## config.mk

```make
export PLATFORM = sky130hd
export DESIGN_NAME = id_ex_stage_skid
export DESIGN_NICKNAME = d
export VERILOG_FILES = /design/src/rtl/id_ex_stage_skid.sv
export SDC_FILE = /design/constraint.sdc
export NUM_CORES = 1
export LEC_CHECK = 0
export CORE_MARGIN = 5
export CORE_UTILIZATION = 30
export DETAILED_ROUTE_END_ITERATION = 8
export GPL_ROUTABILITY_DRIVEN = 1
export PLACE_DENSITY = 0.55
export SYNTH_ARGS = -nofsm -noshare
export SYNTH_HDL_FRONTEND = slang
export SYNTH_SLANG_ARGS = --single-unit
```

## constraint.sdc

```tcl
create_clock -name Clk -period 2.77 [get_ports Clk]
set_input_delay 0.554 -clock Clk [delete_from_list [all_inputs] [get_ports Clk]]
set_output_delay 0.554 -clock Clk [all_outputs]
set_load 0.02 [all_outputs]
```

## src/rtl/id_ex_stage_skid.sv

```systemverilog
// Pipeline register stage with a valid/ready handshake and a two-entry skid buffer.
// Flush empties both entries; controls are zeroed whenever an entry is invalid.
module id_ex_stage_skid #(
    parameter int DATA_W = 192,
    parameter int CTRL_W = 24
) (
    input  logic              Clk,
    input  logic              Reset,
    input  logic              Flush,
    input  logic              in_valid,
    output logic              in_ready,
    input  logic [DATA_W-1:0] in_data,
    input  logic [CTRL_W-1:0] in_ctrl,
    output logic              out_valid,
    input  logic              out_ready,
    output logic [DATA_W-1:0] out_data,
    output logic [CTRL_W-1:0] out_ctrl,
    output logic [1:0]        occupancy
);

    logic              skid_valid;
    logic [DATA_W-1:0] skid_data;
    logic [CTRL_W-1:0] skid_ctrl;

    logic              out_valid_n, skid_valid_n;
    logic [DATA_W-1:0] out_data_n, skid_data_n;
    logic [CTRL_W-1:0] out_ctrl_n, skid_ctrl_n;
    logic [1:0]        occupancy_n;
    logic              accept, drain, load_out;

    // Handshake: a transfer happens on a rising edge where valid and ready are both high;
    // in_ready comes only from registered state, so out_ready never reaches it combinationally.
    assign in_ready = !skid_valid;
    assign accept   = in_valid && in_ready && !Flush;
    assign drain    = out_valid && out_ready;
    assign load_out = !out_valid || drain;

    always_comb begin
        out_valid_n  = out_valid;
        out_data_n   = out_data;
        out_ctrl_n   = out_ctrl;
        skid_valid_n = skid_valid;
        skid_data_n  = skid_data;
        skid_ctrl_n  = skid_ctrl;
        if (Flush) begin
            // Data registers are held; only valids and controls are cleared.
            out_valid_n  = 1'b0;
            out_ctrl_n   = '0;
            skid_valid_n = 1'b0;
            skid_ctrl_n  = '0;
        end else if (load_out) begin
            if (skid_valid) begin
                out_valid_n = 1'b1;
                out_data_n  = skid_data;
                out_ctrl_n  = skid_ctrl;
                if (accept) begin
                    skid_data_n = in_data;
                    skid_ctrl_n = in_ctrl;
                end else begin
                    skid_valid_n = 1'b0;
                    skid_ctrl_n  = '0;
                end
            end else if (accept) begin
                out_valid_n = 1'b1;
                out_data_n  = in_data;
                out_ctrl_n  = in_ctrl;
            end else begin
                out_valid_n = 1'b0;
                out_ctrl_n  = '0;
            end
        end else if (accept) begin
            skid_valid_n = 1'b1;
            skid_data_n  = in_data;
            skid_ctrl_n  = in_ctrl;
        end
        occupancy_n = {1'b0, out_valid_n} + {1'b0, skid_valid_n};
    end

    always_ff @(posedge Clk) begin
        if (Reset) begin
            out_valid  <= 1'b0;
            out_data   <= '0;
            out_ctrl   <= '0;
            skid_valid <= 1'b0;
            skid_data  <= '0;
            skid_ctrl  <= '0;
            occupancy  <= 2'd0;
        end else begin
            out_valid  <= out_valid_n;
            out_data   <= out_data_n;
            out_ctrl   <= out_ctrl_n;
            skid_valid <= skid_valid_n;
            skid_data  <= skid_data_n;
            skid_ctrl  <= skid_ctrl_n;
            occupancy  <= occupancy_n;
        end
    end

endmodule
```

== After elaboration in Yosys (flattened, before gate mapping) ==
Index checks and enable logic that the tools add are counted.

* Flip-flop bits (word level): 436
* Input bits: 221
* Output and inout bits: 220
* Word-level logic and storage cells: 41

* Add/subtract/negate cells: 1
* Equal/unequal tests: 1
* Muxes and demuxes: 18
* Bitwise logic cells: 1
* Reductions and logical operators: 13

{| class="wikitable"
|+ Operators with widths
! operator !! count
|-
| $mux 192 || 5
|-
| $mux 24 || 5
|-
| $mux 1 || 8
|-
| $reduce_and 2->1 || 2
|-
| $reduce_bool 2->1 || 2
|-
| $logic_and 1x1->1 || 3
|-
| $logic_not 1->1 || 3
|-
| $reduce_and 3->1 || 1
|-
| $add 1x1->2 || 1
|-
| $ne 2x2->1 const B || 1
|-
| $reduce_or 2->1 || 1
|-
| $logic_or 1x1->1 || 1
|-
| $not 1->1 || 1
|}

== Logic depth before layout (Yosys ltp) ==
Gate-level depths: netlist of run 1.

* Depth in word-level cells: 8
* Gate-level depth with buffers: 7
* Depth with buffers taken out: 4

== Least setup slack after synthesis of run 1 ==
No wires, ideal clock.

* Path kind: input port to flip-flop
* Start point: in out_ready
* End point: reg occupancy[0]
* Setup time: 0.128 ns
* Arrival: 1.778 ns
* Path slack: 0.864 ns
* Stages: 7
* Buffers on the path: 3
* Path through: nand2b_2 -> buf_4 -> buf_2 -> buf_2 -> nor3_1 -> ha_1 -> nor2b_1

* Longest elaborated chain between the ends: 5
* Elaborated cells on any way between the ends: 7
* Those cells by class: add/sub: 1; mux: 4; reduce/logical: 2

{| class="wikitable"
|+ Ends and longest elaborated chain
! what !! RTL line !! text
|-
| from (decl) || 15 || <nowiki>input logic out_ready,</nowiki>
|-
| $logic_and 1x1->1 || 35 || <nowiki>assign drain = out_valid && out_ready;</nowiki>
|-
| $logic_or 1x1->1 || 36 || <nowiki>assign load_out = !out_valid || drain;</nowiki>
|-
| $mux 1 || 51 || <nowiki>end else if (load_out) begin</nowiki>
|-
| $mux 1 || 45 || <nowiki>if (Flush) begin</nowiki>
|-
| named net skid_valid_n || 25 || <nowiki>logic out_valid_n, skid_valid_n;</nowiki>
|-
| $add 1x1->2 || 76 || <nowiki>occupancy_n = {1'b0, out_valid_n} + {1'b0, skid_valid_n};</nowiki>
|-
| named net occupancy_n[0] || 28 || <nowiki>logic [1:0] occupancy_n;</nowiki>
|-
| to (signal assigned) || 95 || <nowiki>occupancy <= occupancy_n;</nowiki>
|-
| to (decl) || 18 || <nowiki>output logic [1:0] occupancy</nowiki>
|}

The timed path passes the listed nets, and every way through them passes these cells.
A chain may end at the register's enable or synchronous reset.

== Worst setup path in the final report of run 1 ==
* Start point: reg skid_valid
* End point: out in_ready

* Longest elaborated chain between the ends: 1

{| class="wikitable"
|+ Ends and longest elaborated chain
! what !! RTL line !! text
|-
| from (decl) || 21 || <nowiki>logic skid_valid;</nowiki>
|-
| from (signal assigned) || 92 || <nowiki>skid_valid <= skid_valid_n;</nowiki>
|-
| $logic_not 1->1 || 33 || <nowiki>assign in_ready = !skid_valid;</nowiki>
|-
| to (decl) || 11 || <nowiki>output logic in_ready,</nowiki>
|}

Every way passes these cells.

==> results of run 1 <==
## per-layer routing
metal / wire length (um) / vias to the layer above
li1: - / 7873
met1: 26250 / 7953
met2: 30950 / 406
met3: 3660 / 97
met4: 1966 / 2
met5: 13 / -
## power groups by stage
stage / Combinational [mW] / Clock [mW] / Sequential [mW]
floorplan: 0.710 / 0 / 6.99
global placement: 2.00 / 0 / 6.77
detailed placement: 2.02 / 0 / 6.78
CTS: 2.02 / 6.98 / 6.64
global route: 2.15 / 7.22 / 6.66
finish: 2.00 / 6.77 / 6.64
## stage by stage
stage          cells  instance area, um2
3_3_place_gp    2984               22800
6_report        3081               24500
2_1_floorplan   1961               17910
3_5_place_dp    2984               22800
5_1_grt         3080               24490
4_1_cts         3077               24490
## layout by cell type, fill, tap and decap left out, drive strengths merged
master | Yosys | layout
a211oi | 193 | 193
a21oi | 386 | 386
a22o | 24 | 24
a31oi | 24 | 24
and4bb | 1 | 1
buf | 136 | 45
bufinv | 0 | 5
clkbuf | 98 | 72
clkdlybuf4s50 | 0 | 439
clkinv | 0 | 11
clkinvlp | 0 | 2
dfxtp | 436 | 436
diode | 0 | 4
ha | 1 | 1
inv | 1 | 4
mux2i | 192 | 192
nand2 | 24 | 24
nand2b | 1 | 1
nand3 | 240 | 240
nor2 | 1 | 1
nor2b | 3 | 3
nor3 | 4 | 4
nor3b | 1 | 1
o21ai | 192 | 192
o21ba | 1 | 1
or2 | 1 | 1
or3b | 1 | 1
## flip-flops by register name, summed over array words and instances (netlist names)
| register | flops |
|---|---|
| out_valid | 1 |
| skid_data | 192 |
| out_ctrl | 24 |
| occupancy | 2 |
| skid_ctrl | 24 |
| out_data | 192 |
| skid_valid | 1 |
## worst max path at each step
stage,start,slack [ns],cells past startpoint,endpoint
after floorplan,out_ready,0.86,7,occupancy[0]$_SDFF_PP0_
after global placement,out_ready,0.27,4,skid_ctrl[6]$_SDFFE_PP0P_
after detailed placement,out_ready,0.24,7,skid_ctrl[5]$_SDFFE_PP0P_
after CTS,skid_valid$_SDFF_PP0_,0.18,2,in_ready
after global routing,skid_valid$_SDFF_PP0_,0.14,2,in_ready
final,skid_valid$_SDFF_PP0_,0.25,2,in_ready
## Yosys cell counts
cell / count / area (um2)
sky130_fd_sc_hd__a22o_1: 24 / 210.2
sky130_fd_sc_hd__a211oi_1: 192 / 1441
sky130_fd_sc_hd__clkbuf_2: 9 / 45.04
sky130_fd_sc_hd__and4bb_2: 1 / 12.51
sky130_fd_sc_hd__ha_1: 1 / 12.51
sky130_fd_sc_hd__buf_6: 11 / 123.9
sky130_fd_sc_hd__buf_2: 115 / 575.6
sky130_fd_sc_hd__nor3_4: 1 / 16.27
sky130_fd_sc_hd__a211oi_4: 1 / 20.02
sky130_fd_sc_hd__dfxtp_1: 436 / 8728
sky130_fd_sc_hd__nand3_1: 240 / 1201
sky130_fd_sc_hd__nor2b_1: 3 / 18.77
sky130_fd_sc_hd__clkbuf_1: 89 / 334.1
sky130_fd_sc_hd__buf_4: 4 / 30.03
sky130_fd_sc_hd__mux2i_1: 192 / 1922
sky130_fd_sc_hd__nand2b_2: 1 / 8.760
sky130_fd_sc_hd__a31oi_1: 24 / 150.1
sky130_fd_sc_hd__nor3b_1: 1 / 7.510
sky130_fd_sc_hd__or3b_4: 1 / 11.26
sky130_fd_sc_hd__or2_1: 1 / 6.260
sky130_fd_sc_hd__buf_1: 6 / 22.52
sky130_fd_sc_hd__nand2_1: 24 / 90.09
sky130_fd_sc_hd__a21oi_1: 386 / 1932
sky130_fd_sc_hd__o21ba_2: 1 / 10.01
sky130_fd_sc_hd__o21ai_0: 181 / 905.9
sky130_fd_sc_hd__o21ai_1: 11 / 55.05
sky130_fd_sc_hd__nor3_1: 3 / 15.01
sky130_fd_sc_hd__nor2_1: 1 / 3.750
sky130_fd_sc_hd__inv_1: 1 / 3.750
## kinds of logic (layout without fill, tap and decap cells)
family / count (synthesis) / count (layout) / share of synthesized area [%]
AO/OA/AOI/OAI: 820 / 820 / 26.37
flip-flops: 436 / 436 / 48.73
AND/OR/NAND/NOR: 277 / 277 / 7.767
buffers and inverters: 235 / 578 / 6.335
multiplexers: 192 / 192 / 10.73
adder cells (fa/ha/maj): 1 / 1 / 0.06984
other: 0 / 4 / 0
## area by class of cell
cell class | count | area [um2]
Sequential cell | 436 | 8732
Inverter | 1 | 3.754
Fill cell | 5784 | 34630
Timing Repair Buffer | 484 | 5015
Multi-Input combinational cell | 1290 | 8079
Clock inverter | 21 | 244.0
Clock buffer | 72 | 1445
Tap cell | 773 | 967.2
Antenna cell | 4 | 10.01
==> results list, run 1 <==
- Dividing total power by cell area gives a power density of 629.3 nW/um2.
* Sequential fraction of the synthesis area: 48.73%
- Routed len/inst: 20.40 um
- Hold buffers post-CTS: 0
* Global-route wire length before repair: 95,960 um
- Derived from the worst setup path, the maximum achievable clock frequency is 0.3964 GHz.
* Dominant delay contributor by cell family on the critical path: flip-flops
* GR met3 Demand/Resource: 3.947%
- Clock tree from TritonCTS: yes
- The synthesized design contains 436 register bits.
* Max-slew violation count: 0
* Clock insertion delay at the later pin of the skew report: 0.57 ns
- Number of endpoints with negative hold slack in the final report: 0
- Capturing point of the worst reg2reg path: skid_ctrl[5]$_SDFFE_PP0P_
* Post-route DRC: 0
* Outcome: finished, final reports clean
- Total length of routed wires: 62,840 um
* Cell at the root of the clock tree: sky130_fd_sc_hd__clkbuf_16
* Largest net degree at the start of global routing: 195
- Num CTS Buffers: 51
- Across all hold checks on the routed design, the worst slack comes to 0.2421 ns.
- Beginning of the worst register-to-register path: skid_valid$_SDFF_PP0_
* CTS H-tree lvls: 2
- The floorplan step defined a die boundary enclosing 64,700 um2.
* Total Neg Setup Slack: 0 ns
- The clock arrives with 0.01483 ns of skew.
- Via/cell ratio: 5.301
- The worst setup path is captured at a primary output.
* Final core area utilization: 41.43%
- STA classifies the critical path startpoint as a register.
- Pre-Repair DR Iteration Count: 5
- Total routing resource utilization after global routing: 18.29%
- Along the worst path, the maximum fanout reaches 41.
- Worst relative slew slack: 21.25%
* Syn avg cell area: 9.135 um2
- Among all stages on the critical path, the largest delay is contributed by sky130_fd_sc_hd__dfxtp_4.
- Hold Path End: skid_data[12]$_SDFFE_PP0P_
- The number of different library cells used by synthesis comes to 29.
- In this run the vertical extent of the chip is 254.4 um.
* Via count of the first global-routing pass: 15.99k
- Setup repair after global routing missed its margin: false
* Post-synth net total: 2,183
- Number of placement rows: 89
- The final route contains 16.33k vias.
- Sequential group share of total power: 43.1%
* Final critical-path share of the clock period: 91.07%
- Most utilized layer in the global route result: met2
- Category of the critical setup timing path: register to primary output
* P_leak: 7.645 nW
- The number of cells on the worst reg-to-reg path is 3.
- Met2 demand-to-capacity share in global routing: 30.40%
- Relative to the synthesized area, the layout overhead comes to 36.75%.
* Antenna violations before repair: 5
- Area of the mapped netlist: 17,910 um2
- Fin nets: 2,486
- In this run, the number of DRC markers left after iteration 0 of detailed routing was 1,065.
* Worst Hold Launch: Reset
* Share of power burned in combinational logic: 13.0%
- Setup slack on the worst reg-to-reg path comes out at 0.57 ns.
- Net switching power: 3.912 mW
* Max IR drop VDD: 0.4171 mV
- Clock power share: 43.9%
* Minimum clock period: 2.523 ns
* Number of port buffers: 440
- Syn Inst Count: 1,961
* Core area: 59,130 um2
- Cell internal power was estimated by the tool at 11.50 mW.
* Maximum cell stage delay along the critical path: 0.73 ns
- The min-delay analysis places its worst path in the category input pin to register.
- Measured along the x axis, the die boundary spans 254.4 um.
- Clock transition at the registers of the reported paths: 0.06 ns
* Effective utilization at floorplan: 30.29%
* Layout cells sized above 1: 5.903%
- Antenna Violating Nets Remaining: 0
- CTS-repair resized insts: 0
- GRT overflow: 0
- RePlAce Congestion: 0.8101
- Net switching is 25.37% of the power.
- Data required time at the worst endpoint: 2.22 ns
* Bufs and invs on worst path: 2
- Traced cell by cell, the critical path runs through inv_1 > clkdlybuf4s50_1.
* Buffer count from post-CTS setup fixing: 0
- After layout, the design draws a total of 15.42 mW.
- Max Buffers Root-to-Sink: 3
- Timing analysis after detailed placement gives a worst setup slack of 0.2447 ns.
- Data arrives at the worst endpoint at 1.97 ns.
- 441 I/O pins were placed.
* Warnings, synthesis: 0
* Least-Margin Pin Slew: 1.181 ns
- Final setup viols: 0
* Met1 usage: 23.49%
* Hold Path Depth: 2
* Final setup margin: 0.2474 ns
* Detail Placement HPWL: 39,030 um
* Clock sink count: 436
- Max-cap violations in this run came to 0.
No activity file was read; power rests on OpenSTA's default activity.
==> inputs of run 2 (changes only) <==
ABC_CLOCK_PERIOD_IN_PS = 2770   (was not set)
==> results of run 2 <==
Same layout as run 1: the final DEF is identical, and so are final timing and power.
==> edit, RTL diff (config.mk and constraints of run 2) <==
Change the parameter `CTRL_W` from 24 to 28.
--- a/src/rtl/id_ex_stage_skid.sv
+++ b/src/rtl/id_ex_stage_skid.sv
@@ -2,7 +2,7 @@
 // Flush empties both entries; controls are zeroed whenever an entry is invalid.
 module id_ex_stage_skid #(
     parameter int DATA_W = 192,
-    parameter int CTRL_W = 24
+    parameter int CTRL_W = 28
 ) (
     input  logic              Clk,
     input  logic              Reset,
Interface: changed (resized in_ctrl and out_ctrl); port bits go from 441 to 449. The function was not compared with the original's and may differ.
==> edit against run 2 <==
Area after synthesis is 0.96% higher; setup slack better by 270 ps; worst hold slack better by 110 ps; utilization is 0.19 points higher; routed wire length is 0.94% higher; design area is 2.0% higher; sequential cell count is 8 higher; count of clock-buffer cells in the layout is 4 higher; critical path depth stayed put; power is 2.7% higher.
==> edit: results (changes against run 2) <==
status finished, final reports clean; H-tree depth 2 (unchanged); Max-slew headroom 22.2% (+0.99 points); vias in the first global route 16.5k (+2.9%); clock buffer depth 3 (unchanged); pin count of the biggest net entering global routing 193 (-1.0%); clock network fraction of total power 44.6% (+0.7 points); setup bufs post-CTS 0 (unchanged); FMAX 443 MHz (+12%); post-placement worst setup slack 116 ps (-128 ps); initial DRC count 1127 (+5.8%); Nets 2527 (+1.6%); Num CTS Buffers 50 (-2.0%); Fin Hold WS 354 ps (+112 ps); Max Fanout on Critical Path 15 (-63%); maximum vdd ir drop 0.000430 V (+3.0%); total track usage 18.1% (-0.19 points); Largest regs out_data x192, skid_data x192; initial antenna violation count 5 (unchanged); internal power 11.9 mW (+3.2%); DRT Pass-1 Iters 7 (+2); worst-skew pair later-pin latency 590 ps (+20 ps); fillers 5823 (+0.67%); dpl hpwl 38.6 mm (-1.0%); WL final 63.4 mm (+0.94%); synth top area cells dfxtp_1, a21oi_1, mux2i_1; ys flop type dfxtp_1; Cell variety after synth 28 (-3.4%); Leakage 7.80 nW (+2.0%); count of input and output buffers 448 (+1.8%); synth cell count leaders dfxtp_1, a21oi_1, nand3_1; GPL Wtd Cong 0.767 (-5.3%); root buf cell clkbuf_16; asr flop ratio synth 0% (unchanged); class of the worst hold path in2reg; Syn Nets 2219 (+1.6%); share of cells above drive strength 1 5.98% (+0.075 points); Crit path arrival time 1700 ps (-270 ps); post-CTS sizing 0 (unchanged); R2R setup slack 670 ps (+100 ps); first-pass GRT wire length 97.7 mm (+1.9%); sequential area share after synthesis 49.1% (+0.42 points); final clock skew 19.3 ps (+4.45 ps); vias post-DR 16.7k (+2.1%); Reg clk slew, reported paths 60 ps (about the same); Sequential Power 6.76 mW (+2%); Synth Warn # 0 (unchanged)
edit: changes by cell type after synthesis, sizes merged:
cell / change
clkbuf: +47
a31oi: +4
nand3: +8
a22o: +4
nand2: +4
buf: -43
dfxtp: +8
edit: worst paths after layout:
kind                        from        endpoint  cells past startpoint
hold reg to reg   skid_data[110]  skid_data[110]                      2
setup / recovery      skid_valid        in_ready                      2
setup reg to reg      skid_valid    skid_ctrl[3]                      3
hold / removal             Reset  skid_data[131]                      2
edit: final cells by class:
type	instances	area (µm²)	share of cell area, %
Timing Repair Buffer	494	5110	20.5
Clock inverter	17	224	0.897
Tap cell	782	978	3.92
Sequential cell	444	8890	35.6
Clock buffer	76	1550	6.22
Multi-Input combinational cell	1310	8200	32.8
Inverter	1	3.75	0.0150
Antenna cell	6	15.0	0.0601
edit: kinds of logic after synthesis:
family | after synthesis | synth area share (%)
AOI/OAI and AO/OA | 828 | 26.5
adders and majority gates | 1 | 0.0692
buffers and inverters | 239 | 5.71
DFF | 444 | 49.1
muxes | 192 | 10.6
and+or+nand+nor | 289 | 8.00
edit: routing by layer:
| metal | wire length [µm] | vias to the layer above | global-route usage [%] |
|---|---|---|---|
| met4 | 2020 | 0 | 6.39 |
| met2 | 30600 | 464 | 30.0 |
| li1 | - | 8021 | - |
| met1 | 27200 | 8074 | 23.3 |
| met3 | 3590 | 113 | 4.13 |
| met5 | 0 | - | 0 |
edit: worst max-delay path, cell delays in order, from the launching register on:
cell and delay (ps):
dfxtp_4 510, inv_1 80, clkdlybuf4s50_1 540
edit: metrics by stage:
stage | cells | power [mW] | instance area [µm²]
after floorplan | 1993 | 7.81 | 18100
after global placement | 3031 | 8.89 | 23200
after detailed placement | 3031 | 8.92 | 23200
after CTS | 3124 | 16.1 | 25000
after global routing | 3128 | 16.4 | 25000
final | 3130 | 15.8 | 25000
